==> config.mk <==
export PLATFORM = sky130hd
export DESIGN_NAME = vx_gbar_unit
export DESIGN_NICKNAME = d
export VERILOG_FILES = /design/src/rtl/vx_gbar_unit_pkg.sv /design/src/rtl/vx_gbar_unit_rr_arbiter.sv /design/src/rtl/vx_gbar_unit.sv
export SDC_FILE = /design/constraint.sdc
export NUM_CORES = 1
export LEC_CHECK = 0
export CAP_MARGIN = 20
export CORE_UTILIZATION = 35
export CTS_BUF_LIST = sky130_fd_sc_hd__clkbuf_4 sky130_fd_sc_hd__clkbuf_8
export CTS_CLUSTER_DIAMETER = 120
export DETAILED_ROUTE_END_ITERATION = 8
export HOLD_SLACK_MARGIN = 0.02
export SLEW_MARGIN = 20
export SYNTH_ARGS = -nofsm -noshare
export SYNTH_HDL_FRONTEND = slang
export SYNTH_SLANG_ARGS = --single-unit
export TNS_END_PERCENT = 30
==> constraint.sdc <==
create_clock -name clk -period 9.8 [get_ports clk]
set_input_delay 2.45 -clock clk [delete_from_list [all_inputs] [get_ports clk]]
set_output_delay 2.45 -clock clk [all_outputs]
set_load 0.1 [all_outputs]
==> src/rtl/vx_gbar_unit_pkg.sv <==
// Shared definitions for the cluster global-barrier responder: default geometry,
// derived id/size widths, perf counter width and the selected-request record.
package vx_gbar_unit_pkg;

   // Bit width needed to encode n distinct values, never less than one.
   function automatic int unsigned width_of(input int unsigned n);
      int unsigned w;
      w = 1;
      while ((32'd1 << w) < n) w = w + 1;
      return w;
   endfunction

   localparam int unsigned GBAR_NUM_CORES    = 4;
   localparam int unsigned GBAR_NUM_BARRIERS = 8;
   localparam int unsigned NB_WIDTH          = width_of(GBAR_NUM_BARRIERS);
   localparam int unsigned NC_WIDTH          = width_of(GBAR_NUM_CORES);
   localparam int unsigned PERF_CTR_BITS     = 32;

   typedef struct packed {
      logic [NB_WIDTH-1:0] id;
      logic [NC_WIDTH-1:0] size_m1;
      logic [NC_WIDTH-1:0] core_id;
   } gbar_req_t;

endpackage

==> src/rtl/vx_gbar_unit_rr_arbiter.sv <==
// N-way round-robin arbiter: combinational one-hot grant and index, pointer moves
// to one past the granted requester.
module vx_gbar_unit_rr_arbiter #(
   parameter int unsigned N  = 4,
   parameter int unsigned IW = 2
) (
   input  logic          clk_i,
   input  logic          rst_ni,
   input  logic [N-1:0]  valid_i,
   output logic [N-1:0]  grant_o,
   output logic [IW-1:0] grant_idx_o,
   output logic          grant_any_o
);

   logic [IW-1:0] ptr_q, ptr_d;

   // First pass covers indices at or above the pointer, second pass wraps to the bottom.
   always_comb begin
      grant_o     = '0;
      grant_idx_o = '0;
      grant_any_o = 1'b0;
      for (int unsigned i = 0; i < N; i++) begin
         if (!grant_any_o && valid_i[i] && (IW'(i) >= ptr_q)) begin
            grant_o[i]  = 1'b1;
            grant_idx_o = IW'(i);
            grant_any_o = 1'b1;
         end
      end
      for (int unsigned i = 0; i < N; i++) begin
         if (!grant_any_o && valid_i[i]) begin
            grant_o[i]  = 1'b1;
            grant_idx_o = IW'(i);
            grant_any_o = 1'b1;
         end
      end
   end

   always_comb begin
      ptr_d = ptr_q;
      if (grant_any_o) begin
         ptr_d = (grant_idx_o == IW'(N - 1)) ? '0 : grant_idx_o + IW'(1);
      end
   end

   always_ff @(posedge clk_i or negedge rst_ni) begin
      if (!rst_ni) ptr_q <= '0;
      else         ptr_q <= ptr_d;
   end

endmodule

==> src/rtl/vx_gbar_unit.sv <==
// Cluster global-barrier responder: accepts one core arrival per cycle, tracks
// per-barrier arrival masks and broadcasts a one-cycle release. GBAR_PERF_EN adds perf counters.
module vx_gbar_unit
   import vx_gbar_unit_pkg::*;
#(
   parameter int unsigned NUM_CORES    = GBAR_NUM_CORES,
   parameter int unsigned NUM_BARRIERS = GBAR_NUM_BARRIERS,
   parameter int unsigned NBW          = width_of(NUM_BARRIERS),
   parameter int unsigned NCW          = width_of(NUM_CORES)
) (
   input  logic                     clk,
   input  logic                     reset,
   input  logic [NUM_CORES-1:0]     req_valid,
   input  logic [NUM_CORES*NBW-1:0] req_id,
   input  logic [NUM_CORES*NCW-1:0] req_size_m1,
   input  logic [NUM_CORES*NCW-1:0] req_core_id,
   output logic [NUM_CORES-1:0]     req_ready,
   output logic                     rsp_valid,
   output logic [NBW-1:0]           rsp_id,
   output logic                     dup_err,
   output logic                     busy
`ifdef GBAR_PERF_EN
   ,
   output logic [PERF_CTR_BITS-1:0] perf_releases,
   output logic [PERF_CTR_BITS-1:0] perf_wait_cycles,
   output logic [PERF_CTR_BITS-1:0] perf_conflicts
`endif
);

   logic [NUM_CORES-1:0] gnt;
   logic [NCW-1:0]       gnt_idx;
   logic                 gnt_any;
   logic                 accept;
   gbar_req_t            req;

   logic [NUM_CORES-1:0] mask_q [NUM_BARRIERS];
   logic [NUM_CORES-1:0] mask_d [NUM_BARRIERS];
   logic [NUM_CORES-1:0] cur_mask;
   logic [NUM_CORES-1:0] core_oh;
   logic [NCW:0]         cnt;
   logic                 rsp_valid_q, rsp_valid_d;
   logic [NBW-1:0]       rsp_id_q, rsp_id_d;
   logic                 dup_err_q, dup_err_d;

   vx_gbar_unit_rr_arbiter #(
      .N  (NUM_CORES),
      .IW (NCW)
   ) u_arb (
      .clk_i       (clk),
      .rst_ni      (reset),
      .valid_i     (req_valid),
      .grant_o     (gnt),
      .grant_idx_o (gnt_idx),
      .grant_any_o (gnt_any)
   );

   assign req_ready = reset ? gnt : '0;
   assign accept    = reset & gnt_any;

   always_comb begin
      req         = '0;
      req.id      = req_id[gnt_idx*NBW +: NBW];
      req.size_m1 = req_size_m1[gnt_idx*NCW +: NCW];
      req.core_id = req_core_id[gnt_idx*NCW +: NCW];
   end

   // Out-of-range core ids decode to an all-zero one-hot and so touch nothing.
   always_comb begin
      core_oh = '0;
      for (int unsigned c = 0; c < NUM_CORES; c++) begin
         core_oh[c] = (req.core_id == NCW'(c));
      end
   end

   always_comb begin
      cur_mask = '0;
      for (int unsigned b = 0; b < NUM_BARRIERS; b++) begin
         if (req.id == NBW'(b)) cur_mask = mask_q[b];
      end
      cnt = '0;
      for (int unsigned c = 0; c < NUM_CORES; c++) begin
         cnt = cnt + (NCW+1)'(cur_mask[c]);
      end
   end

   always_comb begin
      mask_d      = mask_q;
      rsp_valid_d = 1'b0;
      rsp_id_d    = rsp_id_q;
      dup_err_d   = dup_err_q;
      if (accept && (|core_oh)) begin
         if (|(cur_mask & core_oh)) begin
            dup_err_d = 1'b1;
         end else if (cnt == {1'b0, req.size_m1}) begin
            rsp_valid_d = 1'b1;
            rsp_id_d    = req.id;
            for (int unsigned b = 0; b < NUM_BARRIERS; b++) begin
               if (req.id == NBW'(b)) mask_d[b] = '0;
            end
         end else begin
            for (int unsigned b = 0; b < NUM_BARRIERS; b++) begin
               if (req.id == NBW'(b)) mask_d[b] = mask_q[b] | core_oh;
            end
         end
      end
   end

   always_ff @(posedge clk or negedge reset) begin
      if (!reset) begin
         for (int unsigned b = 0; b < NUM_BARRIERS; b++) mask_q[b] <= '0;
         rsp_valid_q <= 1'b0;
         rsp_id_q    <= '0;
         dup_err_q   <= 1'b0;
      end else begin
         mask_q      <= mask_d;
         rsp_valid_q <= rsp_valid_d;
         rsp_id_q    <= rsp_id_d;
         dup_err_q   <= dup_err_d;
      end
   end

   always_comb begin
      busy = 1'b0;
      for (int unsigned b = 0; b < NUM_BARRIERS; b++) busy = busy | (|mask_q[b]);
   end

   assign rsp_valid = rsp_valid_q;
   assign rsp_id    = rsp_id_q;
   assign dup_err   = dup_err_q;

`ifdef GBAR_PERF_EN
   logic [PERF_CTR_BITS-1:0] rel_ctr_q, wait_ctr_q, conf_ctr_q;
   logic                     multi_req;

   // Clearing the lowest set bit leaves something only when two or more requests are valid.
   assign multi_req = |(req_valid & (req_valid - NUM_CORES'(1)));

   always_ff @(posedge clk or negedge reset) begin
      if (!reset) begin
         rel_ctr_q  <= '0;
         wait_ctr_q <= '0;
         conf_ctr_q <= '0;
      end else begin
         if (rsp_valid_q) rel_ctr_q  <= rel_ctr_q + PERF_CTR_BITS'(1);
         if (busy)        wait_ctr_q <= wait_ctr_q + PERF_CTR_BITS'(1);
         if (multi_req)   conf_ctr_q <= conf_ctr_q + PERF_CTR_BITS'(1);
      end
   end

   assign perf_releases    = rel_ctr_q;
   assign perf_wait_cycles = wait_ctr_q;
   assign perf_conflicts   = conf_ctr_q;
`endif

endmodule

# ---- After elaboration in Yosys (flattened, before gate mapping)
# Cells that the tools add are included.
dict set report totals {
  reg_bits 39
  inputBits 34
  output_inout_bits 10
  word_cells 147
}
dict set report classes {
  addsub 4
  mul 1
  magnitude_cmp 4
  n_eq_ne 12
  shifts 3
  n_mux 52
  n_bitwise 18
  n_reduce_logical 41
}
# op n
set op_table {}
lappend op_table {{4-bit 2-to-1 mux} 25}
lappend op_table {{4-bit OR reduction} 10}
lappend op_table {{32-bit 2-to-1 mux} 1}
lappend op_table {{4-bit OR} 8}
lappend op_table {{3-bit AND reduction} 9}
lappend op_table {{1-bit 2-to-1 mux} 19}
lappend op_table {{8-bit by 4-bit indexed part select with 2-bit output} 2}
lappend op_table {{2-bit 2-to-1 mux} 7}
lappend op_table {{3-bit == test, second input constant} 4}
lappend op_table {{1-bit logical AND} 12}
lappend op_table {{12-bit by 5-bit indexed part select with 3-bit output} 1}
lappend op_table {{1-bit logical NOT} 7}
lappend op_table {{1-bit OR} 7}
lappend op_table {{2-bit == test, second input constant} 3}
lappend op_table {{3-bit by 2-bit == test with 1-bit output, second input constant} 2}
lappend op_table {{4-bit bitwise AND} 1}
lappend op_table {{1-bit by 2-bit greater-or-equal comparator with 1-bit output, first input constant} 2}
lappend op_table {{2-bit greater-or-equal comparator, first input constant} 2}
lappend op_table {{2-bit by 2-bit multiplier with 4-bit output, second input constant} 1}
lappend op_table {{2-bit by 1-bit adder with 3-bit output} 1}
lappend op_table {{3-bit by 1-bit adder with 3-bit output} 1}
lappend op_table {{3-bit by 1-bit == test with 1-bit output, second input constant} 1}
lappend op_table {{3-bit by 2-bit == test with 1-bit output} 1}
lappend op_table {{3-bit logical NOT} 1}
lappend op_table {{7 further kinds} 7}

# ---- Logic depth before layout (Yosys ltp)
# Gate-level depths: netlist (run 1).
dict set report depth {
  ltp_word 45
  ltp_mapped 19
  ltp_nobuf 16
}

# ---- Hierarchy
# From an unflattened synthesis (run 1), not the netlist that was laid out.
dict set report hier_totals {
  cells_unflattened 267
  hier_area_um2 2534.9
}
# mod instances cells_per_inst area_each_um2 seq_area_each_um2
set by_module_without_submodules {}
lappend by_module_without_submodules {vx_gbar_unit 1 225 2238.4 925.9}
lappend by_module_without_submodules {vx_gbar_unit_rr_arbiter 1 42 296.5 50.0}

# ---- Worst setup path after synthesis (run 1)
# OpenSTA, ideal clock, no wires.
dict set report synth_timing {
  path_type {input -> register}
  startpoint {in req_valid[1]}
  endpoint {reg mask_q[18] (netlist name)}
  setup_ns 0.121
  arrival_ns 6.312
  t_required_ns 9.679
  path_slack_ns 3.366
  path_stages 18
  n_path_buf 3
  cell_sequence {buf_2 -> nor2b_2 -> a211o_4 -> and3_1 -> a211o_2 -> nand2_8 -> clkbuf_1 -> nor3_1 -> a22oi_1 -> nand2_1 -> fa_1 -> ha_1 -> ha_1 -> xor2_1 -> nor3_1 -> o31ai_4 -> buf_6 -> o22a_1}
}
dict set report synth_between {
  elab_chain_cells 39
  word_cells_on_any_way 68
  cone_classes {add/sub: 3; mul: 1; eq/ne: 11; shift: 3; mux: 24; bitwise: 4; reduce/logical: 22}
}
# element line_no
set synth_rtl {}
lappend synth_rtl {{from (decl)} vx_gbar_unit.sv:13} ;# input logic [NUM_CORES-1:0] req_valid,
lappend synth_rtl {{1-bit logical AND (2 in series)} vx_gbar_unit_rr_arbiter.sv:23} ;# if (!grant_any_o && valid_i[i] && (IW'(i) >= ptr_q)) begin
lappend synth_rtl {{1-bit 2-to-1 mux} vx_gbar_unit_rr_arbiter.sv:23}
lappend synth_rtl {{1-bit logical NOT} vx_gbar_unit_rr_arbiter.sv:23}
lappend synth_rtl {{1-bit logical AND (2 in series)} vx_gbar_unit_rr_arbiter.sv:23}
lappend synth_rtl {{1-bit 2-to-1 mux} vx_gbar_unit_rr_arbiter.sv:23}
lappend synth_rtl {{1-bit logical NOT} vx_gbar_unit_rr_arbiter.sv:23}
lappend synth_rtl {{1-bit logical AND (2 in series)} vx_gbar_unit_rr_arbiter.sv:23}
lappend synth_rtl {{1-bit 2-to-1 mux} vx_gbar_unit_rr_arbiter.sv:23}
lappend synth_rtl {{[... 13 more ...]} --}
lappend synth_rtl {{12-bit by 5-bit indexed part select with 3-bit output} vx_gbar_unit.sv:62} ;# req.id = req_id[gnt_idx*NBW +: NBW];
lappend synth_rtl {{3-bit logical NOT} vx_gbar_unit.sv:78} ;# if (req.id == NBW'(b)) cur_mask = mask_q[b];
lappend synth_rtl {{4-bit 2-to-1 mux (8 in series)} vx_gbar_unit.sv:78}
lappend synth_rtl {{1-bit by 1-bit adder with 2-bit output} vx_gbar_unit.sv:82} ;# cnt = cnt + (NCW+1)'(cur_mask[c]);
lappend synth_rtl {{2-bit by 1-bit adder with 3-bit output} vx_gbar_unit.sv:82}
lappend synth_rtl {{3-bit by 1-bit adder with 3-bit output} vx_gbar_unit.sv:82}
lappend synth_rtl {{3-bit by 2-bit == test with 1-bit output} vx_gbar_unit.sv:94} ;# end else if (cnt == {1'b0, req.size_m1}) begin
lappend synth_rtl {{32-bit 2-to-1 mux} vx_gbar_unit.sv:94}
lappend synth_rtl {{to (signal assigned)} vx_gbar_unit.sv:115} ;# mask_q <= mask_d;
lappend synth_rtl {{to (decl)} vx_gbar_unit.sv:36} ;# logic [NUM_CORES-1:0] mask_q [NUM_BARRIERS];
# Parallel ways exist; a longest one is shown, timed or not. The select of a mux whose other input is x is not followed.
# A chain may end at the register's enable or synchronous reset.

# ---- Worst setup path in the final report (run 1)
dict set report layout_timing {
  startpoint {in req_valid[0]}
  endpoint {reg rsp_id_q[1] (netlist: rsp_id[1])}
}
dict set report layout_between {
  elab_chain_cells 42
  word_cells_on_any_way 68
  cone_classes {add/sub: 3; mul: 1; eq/ne: 11; shift: 3; mux: 23; bitwise: 3; reduce/logical: 24}
}
# element line_no
set layout_rtl {}
lappend layout_rtl {{1-bit logical AND} vx_gbar_unit_rr_arbiter.sv:23}
lappend layout_rtl {{1-bit 2-to-1 mux} vx_gbar_unit_rr_arbiter.sv:23}
lappend layout_rtl {{1-bit logical NOT} vx_gbar_unit_rr_arbiter.sv:23}
lappend layout_rtl {{1-bit logical AND (2 in series)} vx_gbar_unit_rr_arbiter.sv:23}
lappend layout_rtl {{1-bit 2-to-1 mux} vx_gbar_unit_rr_arbiter.sv:23}
lappend layout_rtl {{1-bit logical NOT} vx_gbar_unit_rr_arbiter.sv:23}
lappend layout_rtl {{1-bit logical AND (2 in series)} vx_gbar_unit_rr_arbiter.sv:23}
lappend layout_rtl {{1-bit 2-to-1 mux} vx_gbar_unit_rr_arbiter.sv:23}
lappend layout_rtl {{[... 17 more ...]} --}
lappend layout_rtl {{12-bit by 5-bit indexed part select with 3-bit output} vx_gbar_unit.sv:62}
lappend layout_rtl {{3-bit logical NOT} vx_gbar_unit.sv:78}
lappend layout_rtl {{4-bit 2-to-1 mux (8 in series)} vx_gbar_unit.sv:78}
lappend layout_rtl {{1-bit by 1-bit adder with 2-bit output} vx_gbar_unit.sv:82}
lappend layout_rtl {{2-bit by 1-bit adder with 3-bit output} vx_gbar_unit.sv:82}
lappend layout_rtl {{3-bit by 1-bit adder with 3-bit output} vx_gbar_unit.sv:82}
lappend layout_rtl {{3-bit by 2-bit == test with 1-bit output} vx_gbar_unit.sv:94}
lappend layout_rtl {{3-bit AND reduction (no source line)} --}
lappend layout_rtl {{to (signal assigned)} vx_gbar_unit.sv:117} ;# rsp_id_q <= rsp_id_d;
lappend layout_rtl {{to (decl)} vx_gbar_unit.sv:42} ;# logic [NBW-1:0] rsp_id_q, rsp_id_d;
# Parallel ways exist; a longest one is shown, timed or not.

==> out/summary.txt, run 1 <==
Asr flop ratio synth: 100%
Initial antenna violation count: 0
Vias: 2587
Antenna Nets Post-Route: 0
Top FF cell, synth: dfrtp_1
TritonCTS clock tree: yes
Internal: 620 uW
Logic gate share of total power: 67.5%
Pins Over Slew Limit: 0
Seq cells post-synth: 39
Largest stage delay, worst path: 0.66 ns
Slew headroom: 33.5%
Die ar.: 8420 um^2
Leak pwr: 1.36 nW
Bufs on Longest Clock Path: 2
Placed Area: 3270 um^2
Final Skew: 0.0106 ns
# DRC: 0
Final setup viols: 0
F_max: 135 MHz
Largest net degree at the start of global routing: 45
Status: complete, no violations
Core area: 7770 um^2
Top-Level Pins: 44
Register area share after synthesis: 34.6%
Initial DRT Pass Iterations: 5
Setup_tns: 0 ns
DR WL/cell: 17.4 um
Most frequent cells in the layout: clkdlybuf4s50_1 (42), dfrtp_1 (39), nor2_1 (38)
Hold_buf cts: 0
Fillers: 795
WP data required: 9.99 ns
Final WL: 7800 um
Commonest non-fill, non-tap cell in the layout: clkdlybuf4s50_1
Post-synth EDFFs: 0
Dpl ws: 2.15 ns
Pwr per Cell Area: 389 nW/um^2
Layout area overhead: 19.1%
Clock sink count: 39
Clk_lat worst skew: 0.29 ns
Share of cells above drive strength 1: 12.4%
Switching part of the total: 52.5%
Buffers plus inverters on the worst setup path: 2
Reg power frac: 23.8%
Initial Util: 36.3%
Critical path class: in2reg
Num CTS Buffers: 5
Critical path arrival: 7.60 ns
Post-detailed-placement half-perimeter wirelength: 5710 um
CP max FO: 36
Antenna Cells: 0
Die W: 91.7 um
Final WS setup: 2.39 ns
Worst Setup End Kind: flop
Final Cell Area: 3360 um^2
Maxcap violations: 0
Worst-path cell chain: clkdlybuf4s50_1, nor2b_2, o21ai_1, nand3b_1, and3_1, nor2_1, a21oi_1, o32ai_1, nand2_1, fa_1, ha_1, ha_1, xor2_1, nor3_1, o31ai_4, buf_4, mux2_4
Placer Congestion: 0.871
GR Overflow Total: 0
Tot Pwr: 1.31 mW
CTS root buffer: clkbuf_8
Netlist cell types: 69
Final worst path period need: 7.41 ns
Post-Syn Nets: 346
Synth Area per Inst: 9.12 um^2
Peak supply drop: 0.168 mV
Die height: 91.7 um
CTS resizes: 0
Synthesized area: 2820 um^2
Vias in the first global route: 2515
Cell count after synthesis: 309
Final Hold Vio Count: 0
Placement row count: 32
Worst slew pin tran: 0.994 ns
CTS H-tree lvls: 2
Nets@finish: 382
Hold WC Path Type: reg2reg
Final period utilization: 75.6%
Crit path top cell by count: ha_1
Worst path slowest cell: nor2_1
Vias per cell: 5.77
Clk network pwr share: 8.7%
Unrepaired setup endpoints after global routing: false
Ys Warns: 0
P_sw: 687 uW
Starting DRC count in detailed routing: 172
Port Buffers: 43
All-Layer GR Usage: 19.5%
First-pass GRT wire length: 13200 um
Worst Setup Start Kind: primary input
Clock transition at path regs: 0.09 ns
Largest delay share family, worst path: simple AND/OR/NAND/NOR gates
Post-CTS Setup Inserts: 0
[power by group through the flow]
stage / logic [mW] / registers, mW / clock network (mW)
finish: 0.882 / 0.311 / 0.114
global route: 0.977 / 0.320 / 0.121
CTS: 0.885 / 0.309 / 0.115
detailed placement: 0.880 / 0.312 / 0
global placement: 0.868 / 0.313 / 0
floorplan: 0.711 / 0.331 / 0
[final timing paths]
path | cells past startpoint | startpoint | slack, ns | end
worst min register to register | 1 | dup_err | 0.49 | dup_err
min in group asynchronous | 1 | reset | 2.15 | u_arb.ptr_q[1]
worst max-delay path | 17 | req_valid[0] | 2.39 | rsp_id[1]
worst max register to register | 16 | u_arb.ptr_q[0] | 4.70 | rsp_id[1]
worst min-delay path | 1 | dup_err | 0.49 | dup_err
max in group asynchronous | 1 | reset | 7.25 | mask_q[22]
[synth_stat cells (4+ instances only)]
cell	instances	area (um^2)
dfrtp_1	39	976
nor2_1	38	143
nand2_1	34	128
o22a_1	25	219
and3_1	14	87.6
nand3_1	13	65.1
o21ai_0	11	55.1
a21oi_1	8	40.0
nor4_1	8	50.1
buf_6	6	67.6
nor3_1	6	30.0
a211oi_2	5	62.6
inv_1	5	18.8
mux2i_1	5	50.1
o21a_1	4	30.0
o21ai_1	4	20.0
o21ba_1	4	40.0
[area by class of cell]
cell class,instances,area (um^2),share of cell area (%)
timing repair buffer,44,435,13.0
sequential,39,976,29.1
multi-input combinational,250,1710,51.0
clock inverter,2,12.5,0.373
clock buffer,6,76.3,2.27
tap,102,128,3.80
inverter,5,18.8,0.559
[metrics by stage]
stage                     hold WS (ns)  std cells  utilization [%]
after floorplan                  0.475        309                -
after global placement           0.458        440             42.1
after detailed placement         0.476        440             42.1
after CTS                        0.499        448             43.2
after global routing             0.511        448             43.2
final                            0.494        448             43.2
[flip-flops by register name (all words and copies together), names as in the netlist]
signal / cells
rsp_id: 3
mask_q: 32
u_arb.ptr_q: 2
rsp_valid: 1
dup_err: 1
[cells by family (layout without fill, tap and decap cells)]
logic type	count (synthesis)	count (layout)	share of synthesized area (%)
adder cells (fa/ha/maj)	3	3	1.60
AND/OR/NAND/NOR	138	138	26.0
XOR/XNOR	2	2	0.622
buffers and inverters	20	57	4.66
multiplexers	10	10	4.17
AO/OA/AOI/OAI	97	97	28.4
flip-flops	39	39	34.6
[layer usage]
metal / track usage (%) / share of wire [%] / routed length, um / vias up
met2: 31.6 / 46 / 3590 / 75
met1: 27.5 / 48 / 3760 / 1260
met5: 0 / 0 / 0 / -
li1: - / - / - / 1245
met3: 3.48 / 5.3 / 413 / 7
met4: 3.39 / 0.45 / 35 / 0
(Power assumes the default switching activity.)
==> inputs of run 2 (changes only) <==
- clock period: 9.8 -> 7.6 ns (I/O delays scaled with it)
==> out/summary.txt, run 2 (synthesized netlist as in run 1, its figures left out) <==
Clock sink count: 39 (unchanged)
# DRC: 0 (unchanged)
All-Layer GR Usage: 19.4% (-0.089 points)
Critical path class: in2reg
TritonCTS clock tree: yes
Die ar.: 8420 um^2 (unchanged)
R2r setup slk: 2.68 ns (-2.02 ns)
Internal: 804 uW (+30%)
CTS H-tree lvls: 2 (unchanged)
P_sw: 890 uW (+29%)
Core area: 7770 um^2 (unchanged)
Layout area overhead: 19.6%
Clock transition at path regs: 0.08 ns (about the same)
Maxcap violations: 0 (unchanged)
Final Skew: 0.00696 ns (-0.00365 ns)
Antenna Nets Post-Route: 0 (unchanged)
Die W: 91.7 um (unchanged)
Largest net degree at the start of global routing: 38 (-16%)
Most frequent cells in the layout: clkdlybuf4s50_1 (42), dfrtp_1 (39), nor2_1 (38)
Peak supply drop: 0.242 mV (+44%)
Register area: 976 um^2 (unchanged)
Clk_lat worst skew: 0.29 ns (about the same)
CTS resizes: 0 (unchanged)
Final Cell Area: 3370 um^2 (+0.37%)
Pwr per Cell Area: 503 nW/um^2 (+29%)
Final Hold Vio Count: 0 (unchanged)
Slew headroom: 35.3% (+1.8 points)
Final period utilization: 87.7%
Combined area of the multi-input logic cells: 1710 um^2 (unchanged)
Placement row count: 32 (unchanged)
Largest reg by FF count: mask_q
Switching part of the total: 52.5% (about the same)
Commonest non-fill, non-tap cell in the layout: clkdlybuf4s50_1
Pins Over Slew Limit: 0 (unchanged)
Post-detailed-placement half-perimeter wirelength: 5790 um (+1.4%)
Num CTS Buffers: 5 (unchanged)
Final setup viols: 0 (unchanged)
Placed Area: 3280 um^2 (+0.46%)
First-pass GRT wire length: 13100 um (-0.36%)
Setup_tns: 0 ns (unchanged)
DR WL/cell: 17.5 um (+0.51%)
Worst Setup Start Kind: primary input
Hold_buf cts: 0 (unchanged)
Share of cells above drive strength 1: 12.9% (+0.50 points)
Vias: 2616 (+1.1%)
Hold WC Path Type: reg2reg
Unrepaired setup endpoints after global routing: false
Bufs on Longest Clock Path: 2 (unchanged)
Reg power frac: 23.9% (about the same)
Status: complete, no violations
Worst slew pin tran: 0.967 ns (-0.0267 ns)
Starting DRC count in detailed routing: 179 (+4.1%)
Leak pwr: 1.37 nW (+0.64%)
Nets@finish: 384 (+0.52%)
Worst R2R Path Depth: 16 (unchanged)
Max FFs per register: 32 (unchanged)
Worst Setup End Kind: flop
WP data required: 7.79 ns (-2.20 ns)
Initial Util: 36.3% (unchanged)
Logic gate share of total power: 67.6% (about the same)
Die height: 91.7 um (unchanged)
Initial antenna violation count: 0 (unchanged)
CP max FO: 36 (unchanged)
GR Overflow Total: 0 (unchanged)
Final worst path period need: 6.67 ns
CTS root buffer: clkbuf_8
Placer Congestion: 0.861 (-1.2%)
Top-Level Pins: 44 (unchanged)
Final WL: 7870 um (+0.96%)
Port Buffers: 43 (unchanged)
Antenna Cells: 0 (unchanged)
Post-CTS Setup Inserts: 0 (unchanged)
Hold Path Stages: 1 (unchanged)
Clk network pwr share: 8.6% (about the same)
Vias per cell: 5.81 (+0.67%)
Critical path arrival: 6.85 ns (-0.75 ns)
F_max: 150 MHz
Initial DRT Pass Iterations: 4 (-1)
Vias in the first global route: 2590 (+3.0%)
Fillers: 777 (-2.3%)
## run 2: layout make-up
cell class,instances,area share [%]
sequential,39,29.0
clock buffer,6,2.26
clock inverter,2,0.371
inverter,5,0.557
multi-input combinational,250,50.8
tap,102,3.79
timing repair buffer,46,13.3
## run 2: power groups by stage
| stage | logic, mW | clock network (mW) | registers, mW |
|---|---|---|---|
| 2_1_floorplan | 0.917 | 0 | 0.427 |
| 3_3_place_gp | 1.12 | 0 | 0.405 |
| 3_5_place_dp | 1.14 | 0 | 0.404 |
| 4_1_cts | 1.15 | 0.148 | 0.400 |
| 5_1_grt | 1.26 | 0.155 | 0.415 |
| 6_report | 1.14 | 0.145 | 0.404 |
## run 2: through the flow
step                power [mW]  instances  utilization, %  hold slack, ns  worst slack (ns)
floorplan                 1.34        309               -           0.475              1.72
global placement          1.53        442            42.3           0.461             0.761
detailed placement        1.55        442            42.3           0.473             0.635
CTS                       1.70        450            43.4           0.495             0.943
global route              1.83        450            43.4           0.524             0.475
finish                    1.69        450            43.4           0.482             0.934
## run 2: final timing paths
kind                                startpoint        endpoint
min in group asynchronous                reset  u_arb.ptr_q[0]
worst min register to register         dup_err         dup_err
worst min-delay path                   dup_err         dup_err
worst max-delay path              req_valid[2]       rsp_id[1]
worst max register to register  u_arb.ptr_q[0]       rsp_id[1]
max in group asynchronous                reset       mask_q[3]
## run 2: per-layer routing
metal  vias up  part of all wire [%]  track usage, %
met5         -                     0               0
met1      1281                    48            27.4
met2        78                    46            31.4
li1       1251                     -               -
met3         6                   5.3            3.15
met4         0                  0.62            4.17
## run 2: worst max-delay path: stages
cell and delay [ns]:
clkdlybuf4s50_1 0.56, nor2b_2 0.31, o21ai_1 0.16, nand3b_1 0.42, a211oi_2 0.09, nor2_1 0.60, a21oi_1 0.09, o32ai_1 0.39
nand2_1 0.13, fa_1 0.49, ha_1 0.21, ha_1 0.28, xor2_1 0.16, nor3_1 0.30, o31ai_4 0.11, buf_4 0.27
mux2_4 0.34
